File: src/rtl/sdram_if_pkg.sv
// Shared definitions for the SDRAM access path between the control unit
// and the Avalon-MM master port of the SDRAM controller.
//
// Contents:
//   DEF_ADDR_W / DEF_DATA_W : default word address and data widths
//   sdram_state_t           : access FSM states
//   sdram_op_t              : request kind held in the pending slot
package sdram_if_pkg;

   localparam int DEF_ADDR_W = 24;
   localparam int DEF_DATA_W = 32;

   typedef enum logic [1:0] {
      IDLE    = 2'd0,
      RD_REQ  = 2'd1,
      RD_WAIT = 2'd2,
      WR_REQ  = 2'd3
   } sdram_state_t;

   typedef enum logic {
      OP_RD = 1'b0,
      OP_WR = 1'b1
   } sdram_op_t;

endpackage

File: src/rtl/sdram_access_ctrl_slot.sv
// One-deep pending request register (sdram_req_slot) for the SDRAM
// access controller. Holds a single deferred read or write together with
// its address and write data, and keeps the sticky overrun flag that
// records any request that could not be stored.
//
// Ports:
//   clk, rst            : clock, synchronous active-high reset
//   load                : capture load_wr/load_addr/load_data, mark full
//   load_wr             : 1 = write request, 0 = read request
//   load_addr/load_data : request address and write data
//   clear               : request launched, mark empty
//   drop                : a request was discarded, set overrun
//   valid               : slot holds a request
//   is_wr, addr, data   : stored request
//   overrun             : sticky drop flag, cleared only by rst
module sdram_req_slot
   import sdram_if_pkg::*;
#(
   parameter int ADDR_W = DEF_ADDR_W,
   parameter int DATA_W = DEF_DATA_W
) (
   input  logic              clk,
   input  logic              rst,
   input  logic              load,
   input  logic              load_wr,
   input  logic [ADDR_W-1:0] load_addr,
   input  logic [DATA_W-1:0] load_data,
   input  logic              clear,
   input  logic              drop,
   output logic              valid,
   output logic              is_wr,
   output logic [ADDR_W-1:0] addr,
   output logic [DATA_W-1:0] data,
   output logic              overrun
);

   // A load on the same edge as a clear refills the slot: the old entry
   // is being launched while the new pulse takes its place.
   always_ff @(posedge clk) begin
      if (rst) begin
         valid   <= 1'b0;
         is_wr   <= 1'b0;
         addr    <= '0;
         data    <= '0;
         overrun <= 1'b0;
      end else begin
         if (load) begin
            valid <= 1'b1;
            is_wr <= load_wr;
            addr  <= load_addr;
            data  <= load_data;
         end else if (clear) begin
            valid <= 1'b0;
         end
         if (drop) begin
            overrun <= 1'b1;
         end
      end
   end

endmodule

File: src/rtl/sdram_access_ctrl.sv
// Bridges single-cycle read/write pulses from the control unit onto an
// Avalon-MM master port and returns dataRead_sdram / write_done
// completion pulses. One extra request can be parked in a pending slot;
// reads are bounded by a timeout so the control unit never stalls.
//
// Ports:
//   clk, rst                        : clock, synchronous active-high reset
//   read_en_sdram, write_en_sdram   : request pulses
//   addr_sdram, wdata               : request address / write data
//   avm_address, avm_read,
//   avm_write, avm_writedata        : Avalon master command (registered)
//   avm_waitrequest, avm_readdata,
//   avm_readdatavalid               : Avalon slave response
//   dataRead_sdram, rdata           : read completion pulse and data
//   write_done                      : write accepted pulse
//   busy                            : not idle or pending slot full
//   overrun, timeout                : sticky error flags
module sdram_access_ctrl
   import sdram_if_pkg::*;
#(
   parameter int ADDR_W  = DEF_ADDR_W,
   parameter int DATA_W  = DEF_DATA_W,
   parameter int TIMEOUT = 64
) (
   input  logic              clk,
   input  logic              rst,
   input  logic              read_en_sdram,
   input  logic              write_en_sdram,
   input  logic [ADDR_W-1:0] addr_sdram,
   input  logic [DATA_W-1:0] wdata,
   output logic [ADDR_W-1:0] avm_address,
   output logic              avm_read,
   output logic              avm_write,
   output logic [DATA_W-1:0] avm_writedata,
   input  logic              avm_waitrequest,
   input  logic [DATA_W-1:0] avm_readdata,
   input  logic              avm_readdatavalid,
   output logic              dataRead_sdram,
   output logic [DATA_W-1:0] rdata,
   output logic              write_done,
   output logic              busy,
   output logic              overrun,
   output logic              timeout
);

   localparam int               CNT_W   = $clog2(TIMEOUT);
   localparam logic [CNT_W-1:0] CNT_MAX = CNT_W'(TIMEOUT - 1);

   sdram_state_t      state_q, state_d;
   logic [CNT_W-1:0]  cnt_q, cnt_d;
   logic [ADDR_W-1:0] avm_address_d;
   logic              avm_read_d, avm_write_d;
   logic [DATA_W-1:0] avm_writedata_d, rdata_d;
   logic              data_read_d, write_done_d, busy_d, timeout_d;

   logic              slot_load, slot_load_wr, slot_clear, slot_drop;
   logic              slot_valid, slot_is_wr;
   logic [ADDR_W-1:0] slot_addr;
   logic [DATA_W-1:0] slot_data;
   sdram_op_t         slot_op;

   logic              rd_left, wr_left, slot_free;

   sdram_req_slot #(
      .ADDR_W (ADDR_W),
      .DATA_W (DATA_W)
   ) u_slot (
      .clk       (clk),
      .rst       (rst),
      .load      (slot_load),
      .load_wr   (slot_load_wr),
      .load_addr (addr_sdram),
      .load_data (wdata),
      .clear     (slot_clear),
      .drop      (slot_drop),
      .valid     (slot_valid),
      .is_wr     (slot_is_wr),
      .addr      (slot_addr),
      .data      (slot_data),
      .overrun   (overrun)
   );

   assign slot_op = slot_is_wr ? OP_WR : OP_RD;

   // State and every output are registered here; the next values all come
   // from the combinational block below, so reset clears strobes and
   // completion pulses on the very edge it is sampled.
   always_ff @(posedge clk) begin
      if (rst) begin
         state_q        <= IDLE;
         cnt_q          <= '0;
         avm_address    <= '0;
         avm_read       <= 1'b0;
         avm_write      <= 1'b0;
         avm_writedata  <= '0;
         rdata          <= '0;
         dataRead_sdram <= 1'b0;
         write_done     <= 1'b0;
         busy           <= 1'b0;
         timeout        <= 1'b0;
      end else begin
         state_q        <= state_d;
         cnt_q          <= cnt_d;
         avm_address    <= avm_address_d;
         avm_read       <= avm_read_d;
         avm_write      <= avm_write_d;
         avm_writedata  <= avm_writedata_d;
         rdata          <= rdata_d;
         dataRead_sdram <= data_read_d;
         write_done     <= write_done_d;
         busy           <= busy_d;
         timeout        <= timeout_d;
      end
   end

   // Next-state and next-output logic. rd_left / wr_left track pulses that
   // were not launched directly from IDLE and therefore need the pending
   // slot; a read always takes precedence for the single free entry.
   always_comb begin
      state_d         = state_q;
      cnt_d           = cnt_q;
      avm_address_d   = avm_address;
      avm_read_d      = avm_read;
      avm_write_d     = avm_write;
      avm_writedata_d = avm_writedata;
      rdata_d         = rdata;
      data_read_d     = 1'b0;
      write_done_d    = 1'b0;
      timeout_d       = timeout;
      slot_load       = 1'b0;
      slot_load_wr    = 1'b0;
      slot_clear      = 1'b0;
      slot_drop       = 1'b0;
      rd_left         = read_en_sdram;
      wr_left         = write_en_sdram;
      slot_free       = 1'b0;
      busy_d          = 1'b0;

      case (state_q)
         IDLE: begin
            if (slot_valid) begin
               slot_clear    = 1'b1;
               avm_address_d = slot_addr;
               if (slot_op == OP_WR) begin
                  avm_write_d     = 1'b1;
                  avm_writedata_d = slot_data;
                  state_d         = WR_REQ;
               end else begin
                  avm_read_d = 1'b1;
                  state_d    = RD_REQ;
               end
            end else if (read_en_sdram) begin
               rd_left       = 1'b0;
               avm_address_d = addr_sdram;
               avm_read_d    = 1'b1;
               state_d       = RD_REQ;
            end else if (write_en_sdram) begin
               wr_left         = 1'b0;
               avm_address_d   = addr_sdram;
               avm_writedata_d = wdata;
               avm_write_d     = 1'b1;
               state_d         = WR_REQ;
            end
         end
         RD_REQ: begin
            if (!avm_waitrequest) begin
               avm_read_d = 1'b0;
               cnt_d      = '0;
               state_d    = RD_WAIT;
            end
         end
         RD_WAIT: begin
            // Valid data wins over an abort landing on the same edge.
            if (avm_readdatavalid) begin
               rdata_d     = avm_readdata;
               data_read_d = 1'b1;
               state_d     = IDLE;
            end else if (cnt_q == CNT_MAX) begin
               timeout_d   = 1'b1;
               rdata_d     = '0;
               data_read_d = 1'b1;
               state_d     = IDLE;
            end else begin
               cnt_d = cnt_q + 1'b1;
            end
         end
         WR_REQ: begin
            if (!avm_waitrequest) begin
               avm_write_d  = 1'b0;
               write_done_d = 1'b1;
               state_d      = IDLE;
            end
         end
         default: begin
            state_d = IDLE;
         end
      endcase

      // The slot entry launched this edge frees its place for a new pulse.
      slot_free = !slot_valid || slot_clear;
      if (rd_left) begin
         if (slot_free) begin
            slot_load    = 1'b1;
            slot_load_wr = 1'b0;
         end else begin
            slot_drop = 1'b1;
         end
         if (wr_left) begin
            slot_drop = 1'b1;
         end
      end else if (wr_left) begin
         if (slot_free) begin
            slot_load    = 1'b1;
            slot_load_wr = 1'b1;
         end else begin
            slot_drop = 1'b1;
         end
      end

      busy_d = (state_d != IDLE) || slot_load || (slot_valid && !slot_clear);
   end

endmodule

File: config.mk
export PLATFORM = sky130hd
export DESIGN_NAME = sdram_access_ctrl
export DESIGN_NICKNAME = d
export VERILOG_FILES = /design/src/rtl/sdram_if_pkg.sv /design/src/rtl/sdram_access_ctrl_slot.sv /design/src/rtl/sdram_access_ctrl.sv
export SDC_FILE = /design/constraint.sdc
export NUM_CORES = 1
export LEC_CHECK = 0
export ABC_CLOCK_PERIOD_IN_PS = 2700
export BUFFER_PORTS_ARGS = -buffer_cell sky130_fd_sc_hd__buf_2
export CELL_PAD_IN_SITES_DETAIL_PLACEMENT = 0
export CELL_PAD_IN_SITES_GLOBAL_PLACEMENT = 1
export CORE_MARGIN = 2
export CORE_UTILIZATION = 38
export DETAILED_ROUTE_END_ITERATION = 10
export PLACE_DENSITY_LB_ADDON = 0.05
export SETUP_SLACK_MARGIN = 0.02
export SKIP_CTS_REPAIR_TIMING = 1
export SYNTH_ARGS = -nofsm -noshare
export SYNTH_HDL_FRONTEND = slang
export SYNTH_SLANG_ARGS = --single-unit
export TNS_END_PERCENT = 100
File: constraint.sdc
create_clock -name clk -period 2.7 [get_ports clk]
set_clock_uncertainty 0.15 [all_clocks]
set_input_delay 0.54 -clock clk [delete_from_list [all_inputs] [get_ports clk]]
set_output_delay 0.54 -clock clk [all_outputs]
set_load 0.05 [all_outputs]
==> results of run 1 <==
per-stage QoR:
step	worst slack, ns	utilization [%]	instances	hold slack [ns]
after floorplan	0.693	-	681	0.286
after global placement	0.377	45.5	1047	0.291
after detailed placement	0.254	45.5	1047	0.296
after CTS	0.221	48.9	1079	0.164
after global routing	0.174	48.9	1081	0.165
final	0.435	48.9	1081	0.185
cell type report:
class / count / share of cell area (%)
diodes: 2 / 0.0619
clock buffers: 20 / 5.40
clock inverters: 12 / 1.45
inverters: 7 / 0.325
multi-input cells: 460 / 36.3
flip-flops and latches: 161 / 39.9
well taps: 220 / 3.40
repair buffers: 199 / 13.2
Yosys cell counts, types with 2 or more instances:
master,n
o21a_1,2
inv_1,5
buf_4,3
buf_1,7
o31ai_1,2
nand3_1,2
a22o_1,32
o21bai_1,2
dfxtp_1,161
nor3_1,4
a211oi_1,34
nand2_1,122
a21oi_1,64
mux2i_1,59
nor2b_1,7
clkbuf_1,23
a2111oi_0,2
o31a_1,2
nor3b_1,5
buf_2,17
nor2_1,67
buf_6,3
o21ai_0,8
ha_1,5
a211oi_2,25
or3_1,3
critical path, delay by kind of cell, from the launching register on:
| kind | cells | cell delay [ns] |
|---|---|---|
| buf+inv | 2 | 0.33 |
| compound gates | 2 | 0.51 |
| flops | 1 | 0.36 |
| simple gates | 2 | 0.39 |
| fa+ha+maj | 1 | 0.43 |
power by group through the flow:
stage               logic (uW)  clock network, uW  registers (uW)
global placement          1770                  0            2830
global route              1920               2460            2820
detailed placement        1790                  0            2830
CTS                       1800               2350            2780
floorplan                  819                  0            3350
finish                    1780               2280            2780
cell families (layout without fill, tap and decap cells):
kind of cell	count (synthesis)	after routing	share of synthesized area, %
simple gates	216	216	14.1
compound gates	180	180	21.0
flops	161	161	50.3
buf+inv	60	238	4.37
mux	59	59	9.22
fa+ha+maj	5	5	0.976
other cells	0	2	0
metal layers:
layer  vias to the layer above  share of wire (%)  track usage [%]
met3                        20                4.3             4.72
li1                       2720                  -                -
met4                         2                1.8             7.03
met5                         -              0.068                0
met1                      2562                 45             22.8
met2                       105                 49             29.7
final timing paths:
check / from / endpoint / slack (ns) / cells after the start
worst max register to register: state_q[1] / u_slot.data[23] / 0.43 / 7
worst min-delay path: avm_readdata[7] / rdata[7] / 0.19 / 2
worst max-delay path: state_q[1] / u_slot.data[23] / 0.43 / 7
worst min register to register: u_slot.data[0] / u_slot.data[0] / 0.30 / 2
sequential cells by signal, summed over array words and instances (netlist names), 2 cells and up:
name	count
u_slot.data	32
state_q	2
cnt_q	6
rdata	32
avm_writedata	32
u_slot.addr	24
avm_address	24
==> results.tsv, run 1 <==
stage	metric	value	unit
outcome	status	complete, no violations	
clocking	clock_latency	0.41	ns
finish	drive_gt1_share	30.7	%
route	drt_first_pass_iters	4	
die	num_rows	47	
grt	grt_max_degree	78	
grt	grt_pass1_vias	5157	
power_and_ir_drop	p_int	4520	uW
timing	slew_viol_final	0	
placed_design	dpl-instance-area	7520	um2
grt	grt.total_usage	18.1	%
power_and_ir_drop	p_clk_share	33.3	%
clocking	cts.path.max_buffers	2	
placed_design	place_congestion	0.786	
clocking	htreeDepth	4	
timing	finalCriticalPeriod	2.27	ns
clocking	clock-root-buffer	clkbuf_16	
synthesis	yosys-top-cells-area	dfxtp_1 (50%), mux2i_1 (9.2%), nand2_1 (7.1%)	
die	die_width	134	um
clocking	clkTransAtPathRegs	0.06	ns
die	die_h	134	um
die	ios	189	
finish	syn2layout_area_growth	26.2	%
power_and_ir_drop	combinationalPowerShare	26.0	%
grt	grt_overflow_total	0	
power_and_ir_drop	seqPwrFrac	40.7	%
grt	grt_pass1_wl	25900	um
timing	hold_viol_final	0	
min_path	min_path_type	in -> reg	
synthesis	yosysTopAreaCell	dfxtp_1	
power_and_ir_drop	p_leak	0.00344	uW
die	die-area	17900	um2
power_and_ir_drop	powerDensity	846	nW/um2
clocking	clock-sinks	161	
timing	max_freq	0.441	GHz
route	drt_wl_total	16100	um
timing	setup_tns	0	ns
setup_path	path_max_fanout	29	
setup_path	cp_slowest_cell	ha_1	
route	viasPerCell	5.00	
synthesis	ys_seq_area_share	50.3	%
placed_design	dp.final_hpwl	10700	um
synthesis	synth_cell_types	41	
clocking	numCtsBuffers	17	
synthesis	synth_edf_count	0	
placed_design	io_buffer_count	188	
finish	area.sequential	3230	um2
synthesis	synth_top_area_share	50.3	%
timing	max_slew_margin	40.7	%
setup_path	required	2.89	ns
route	wl_per_cell	14.9	um
route	ant_nets	0	
timing	grt_setup_unrepaired	false	
power_and_ir_drop	peakVddDrop	0.472	mV
synthesis	yosysWarningCount	0	
finish	multi_input_area	2940	um2
grt	antenna_found_initial	4	
route	drc_errors	0	
die	start_util	38.8	%
setup_path	path_cells	inv_1 -> ha_1 -> nor2b_1 -> a211o_2 -> buf_12 -> nand2_1 -> a21oi_1	
synthesis	async_flop_share	0	%
power_and_ir_drop	swShare	33.9	%
timing	worst_slew_pin_slew	0.889	ns
finish	mostFrequentLayoutCell	buf_2	
finish	final_cell_mix	buf_2 (187), dfxtp_1 (160), nand2_1 (122), nor2_1 (67), a21oi_1 (63)	
synthesis	synthFlopType	dfxtp_1	
finish	n_fill_cell	1601	
setup_path	crit_type	reg -> reg	
power_and_ir_drop	power	6840	uW
synthesis	syn_inst	681	
power_and_ir_drop	switching_power	2320	uW
setup_path	end_kind	flop	
setup_path	arrival	2.45	ns
timing	setup_viol	0	
finish	stdcell_area	8090	um2
setup_path	slowest_delay	0.43	ns
timing	period_share	83.9	%
synthesis	syn_nets	780	
route	vias	5409	
clocking	cts_tree	built	
route	drtIter0Drc	295	
synthesis	synth_area	6410	um2
job	drv_cap	0	
die	core-area	16500	um2
finish	nNetsFinal	945	
setup_path	cp-start-kind	flop	
synthesis	avgSynthCellArea	9.41	um2
synthesis	ys_ff_latch	161	
Power figures use the tool's default switching activity.
==> inputs of run 2 (changes only) <==
- ABC_CLOCK_PERIOD_IN_PS: 2700 -> 2200
- clock period: 2.7 -> 2.2 ns (I/O delays scaled with it)
==> run 2 against run 1 <==
Critical path depth is 2 lower. Clock-buffer cell count stayed put. Non-clock buffer count is 2 higher. Setup slack worse by 0.30 ns. Sequential share of layout area is 0.45 points lower. Wire length is 3.1% higher. First-iteration DRC count is 11% lower. Flip-flop and latch count stayed put. Sequential power is 22% higher. Via count is 0.79% higher. Hold slack worse by 0.11 ns. Die area stayed put. Critical path type unchanged. Highest routed layer unchanged.
==> results.tsv, run 2 (synthesis results as in run 1) <==
stage	metric	value	unit	change
grt	grt.total_usage	17.6	%	-0.46 points
route	drt_wl_total	16600	um	+3.1%
job	drv_cap	0		unchanged
die	ios	189		unchanged
placed_design	place_congestion	0.789		+0.39%
power_and_ir_drop	p_int	5650	uW	+25%
clocking	cts_tree	built		
die	die_h	134	um	unchanged
die	start_util	38.8	%	unchanged
power_and_ir_drop	p_clk_share	34.1	%	+0.8 points
route	drtIter0Drc	264		-11%
timing	hold_slack	0.0787	ns	-0.106 ns
power_and_ir_drop	seqPwrFrac	39.7	%	-1.0 points
power_and_ir_drop	swShare	34.0	%	+0.12 points
setup_path	cp-start-kind	flop		
route	drt_first_pass_iters	4		unchanged
timing	period_share	93.7	%	+9.8 points
grt	grt_pass1_vias	5097		-1.2%
clocking	htreeDepth	4		unchanged
setup_path	critPathBufInv	1		-1
finish	syn2layout_area_growth	27.6	%	
setup_path	arrival	2.26	ns	-0.19 ns
power_and_ir_drop	power	8570	uW	+25%
route	ant_nets	0		unchanged
timing	setup_tns	0	ns	unchanged
die	die_width	134	um	unchanged
clocking	numCtsBuffers	17		unchanged
clocking	cts.path.max_buffers	2		unchanged
setup_path	end_kind	flop		
setup_path	crit_type	reg -> reg		
die	num_rows	47		unchanged
grt	antenna_found_initial	3		-1
timing	grt_setup_unrepaired	true		
timing	finalCriticalPeriod	2.06	ns	-0.203 ns
finish	nNetsFinal	947		+0.21%
timing	max_slew_margin	63.1	%	+22 points
finish	mostFrequentLayoutCell	buf_2		
route	viasPerCell	5.03		+0.61%
power_and_ir_drop	peakVddDrop	0.620	mV	+31%
setup_path	path_max_fanout	9		-69%
die	die-area	17900	um2	unchanged
power_and_ir_drop	p_leak	0.00348	uW	+0.96%
timing	fin_ws	0.138	ns	-0.297 ns
grt	grt_overflow_total	0		unchanged
setup_path	cp_slowest_cell	or4b_2		
clocking	clock-root-buffer	clkbuf_16		
grt	grt_pass1_wl	25200	um	-2.7%
placed_design	dp.final_hpwl	10700	um	-0.47%
setup_path	slowest_delay	0.61	ns	+0.18 ns
power_and_ir_drop	switching_power	2910	uW	+26%
route	drc_errors	0		unchanged
finish	largestRegisters	avm_writedata x32, rdata x32, u_slot.data x32		
power_and_ir_drop	combinationalPowerShare	26.2	%	+0.2 points
power_and_ir_drop	powerDensity	1050	nW/um2	+24%
route	vias	5452		+0.79%
timing	max_freq	0.485	GHz	+9.9%
setup_path	required	2.40	ns	-0.49 ns
grt	grt_max_degree	65		-17%
timing	worst_slew_pin_slew	0.553	ns	-0.336 ns
setup_path	path_cells	inv_1 -> ha_1 -> nor2b_1 -> or4b_2 -> a21oi_1		
timing	slew_viol_final	0		unchanged
clocking	clock-sinks	161		unchanged
timing	setup_viol	0		unchanged
clocking	clkTransAtPathRegs	0.06	ns	about the same
finish	drive_gt1_share	31.2	%	+0.51 points
outcome	status	complete, no violations		
placed_design	dp_slack	0.0804	ns	-0.174 ns
finish	final_cell_mix	buf_2 (187), dfxtp_1 (160), nand2_1 (122), nor2_1 (67), a21oi_1 (63)		
route	wl_per_cell	15.3	um	+2.9%
timing	hold_viol_final	0		unchanged
placed_design	io_buffer_count	188		unchanged
die	core-area	16500	um2	unchanged
min_path	min_path_type	in -> reg		
clocking	clock_latency	0.42	ns	about the same
setup_path	crit_family	simple AND/OR/NAND/NOR gates		
run 2: cell count changes in the layout (fill, tap and decap cells not counted), moves of 2 or more:
cell	delta
inv_6	+2
buf_4	-2
clkbuf_1	-2
clkbuf_8	+2
clkinv_2	-4
buf_12	+2
run 2: worst reg2reg max path, stage by stage (launching register included):
cell     delay, ns
dfxtp_1       0.34
inv_1         0.10
ha_1          0.33
nor2b_1       0.30
or4b_2        0.61
a21oi_1       0.16
run 2: routing by layer:
layer | share of wire [%] | up-vias | routed length (um) | GRT usage (%)
met5 | 0.042 | - | 7 | 0
li1 | - | 2726 | - | -
met4 | 1.2 | 2 | 194 | 6.44
met3 | 4.8 | 18 | 789 | 5.10
met2 | 48 | 116 | 8020 | 28.5
met1 | 46 | 2590 | 7600 | 22.4
run 2: area by class of cell:
class | instances | area [um2]
fillers | 1636 | 8350
flip-flops and latches | 161 | 3230
multi-input cells | 460 | 2930
repair buffers | 201 | 1120
clock buffers | 20 | 457
well taps | 220 | 275
clock inverters | 12 | 131
inverters | 7 | 26.3
diodes | 2 | 5.00
run 2: worst paths after layout:
check | slack (ns) | depth (start not counted) | start | to
setup / recovery | 0.14 | 5 | state_q[0] | cnt_q[0]
hold / removal | 0.08 | 2 | avm_readdata[19] | rdata[19]
setup reg to reg | 0.14 | 5 | state_q[0] | cnt_q[0]
hold reg to reg | 0.30 | 2 | u_slot.addr[3] | u_slot.addr[3]
run 2: power by group through the flow:
stage	clock, uW	combinational [uW]	sequential (uW)
global route	3120	2420	3440
finish	2920	2250	3400
CTS	3010	2250	3400
detailed placement	0	2250	3470
floorplan	0	1010	4110
global placement	0	2200	3460
run 2: metrics by stage:
step | std cells | area (um2) | utilization (%)
finish | 1083 | 8180 | 49.5
global route | 1082 | 8180 | 49.5
CTS | 1080 | 8150 | 49.3
detailed placement | 1048 | 7560 | 45.8
global placement | 1048 | 7560 | 45.8
floorplan | 681 | 6410 | -
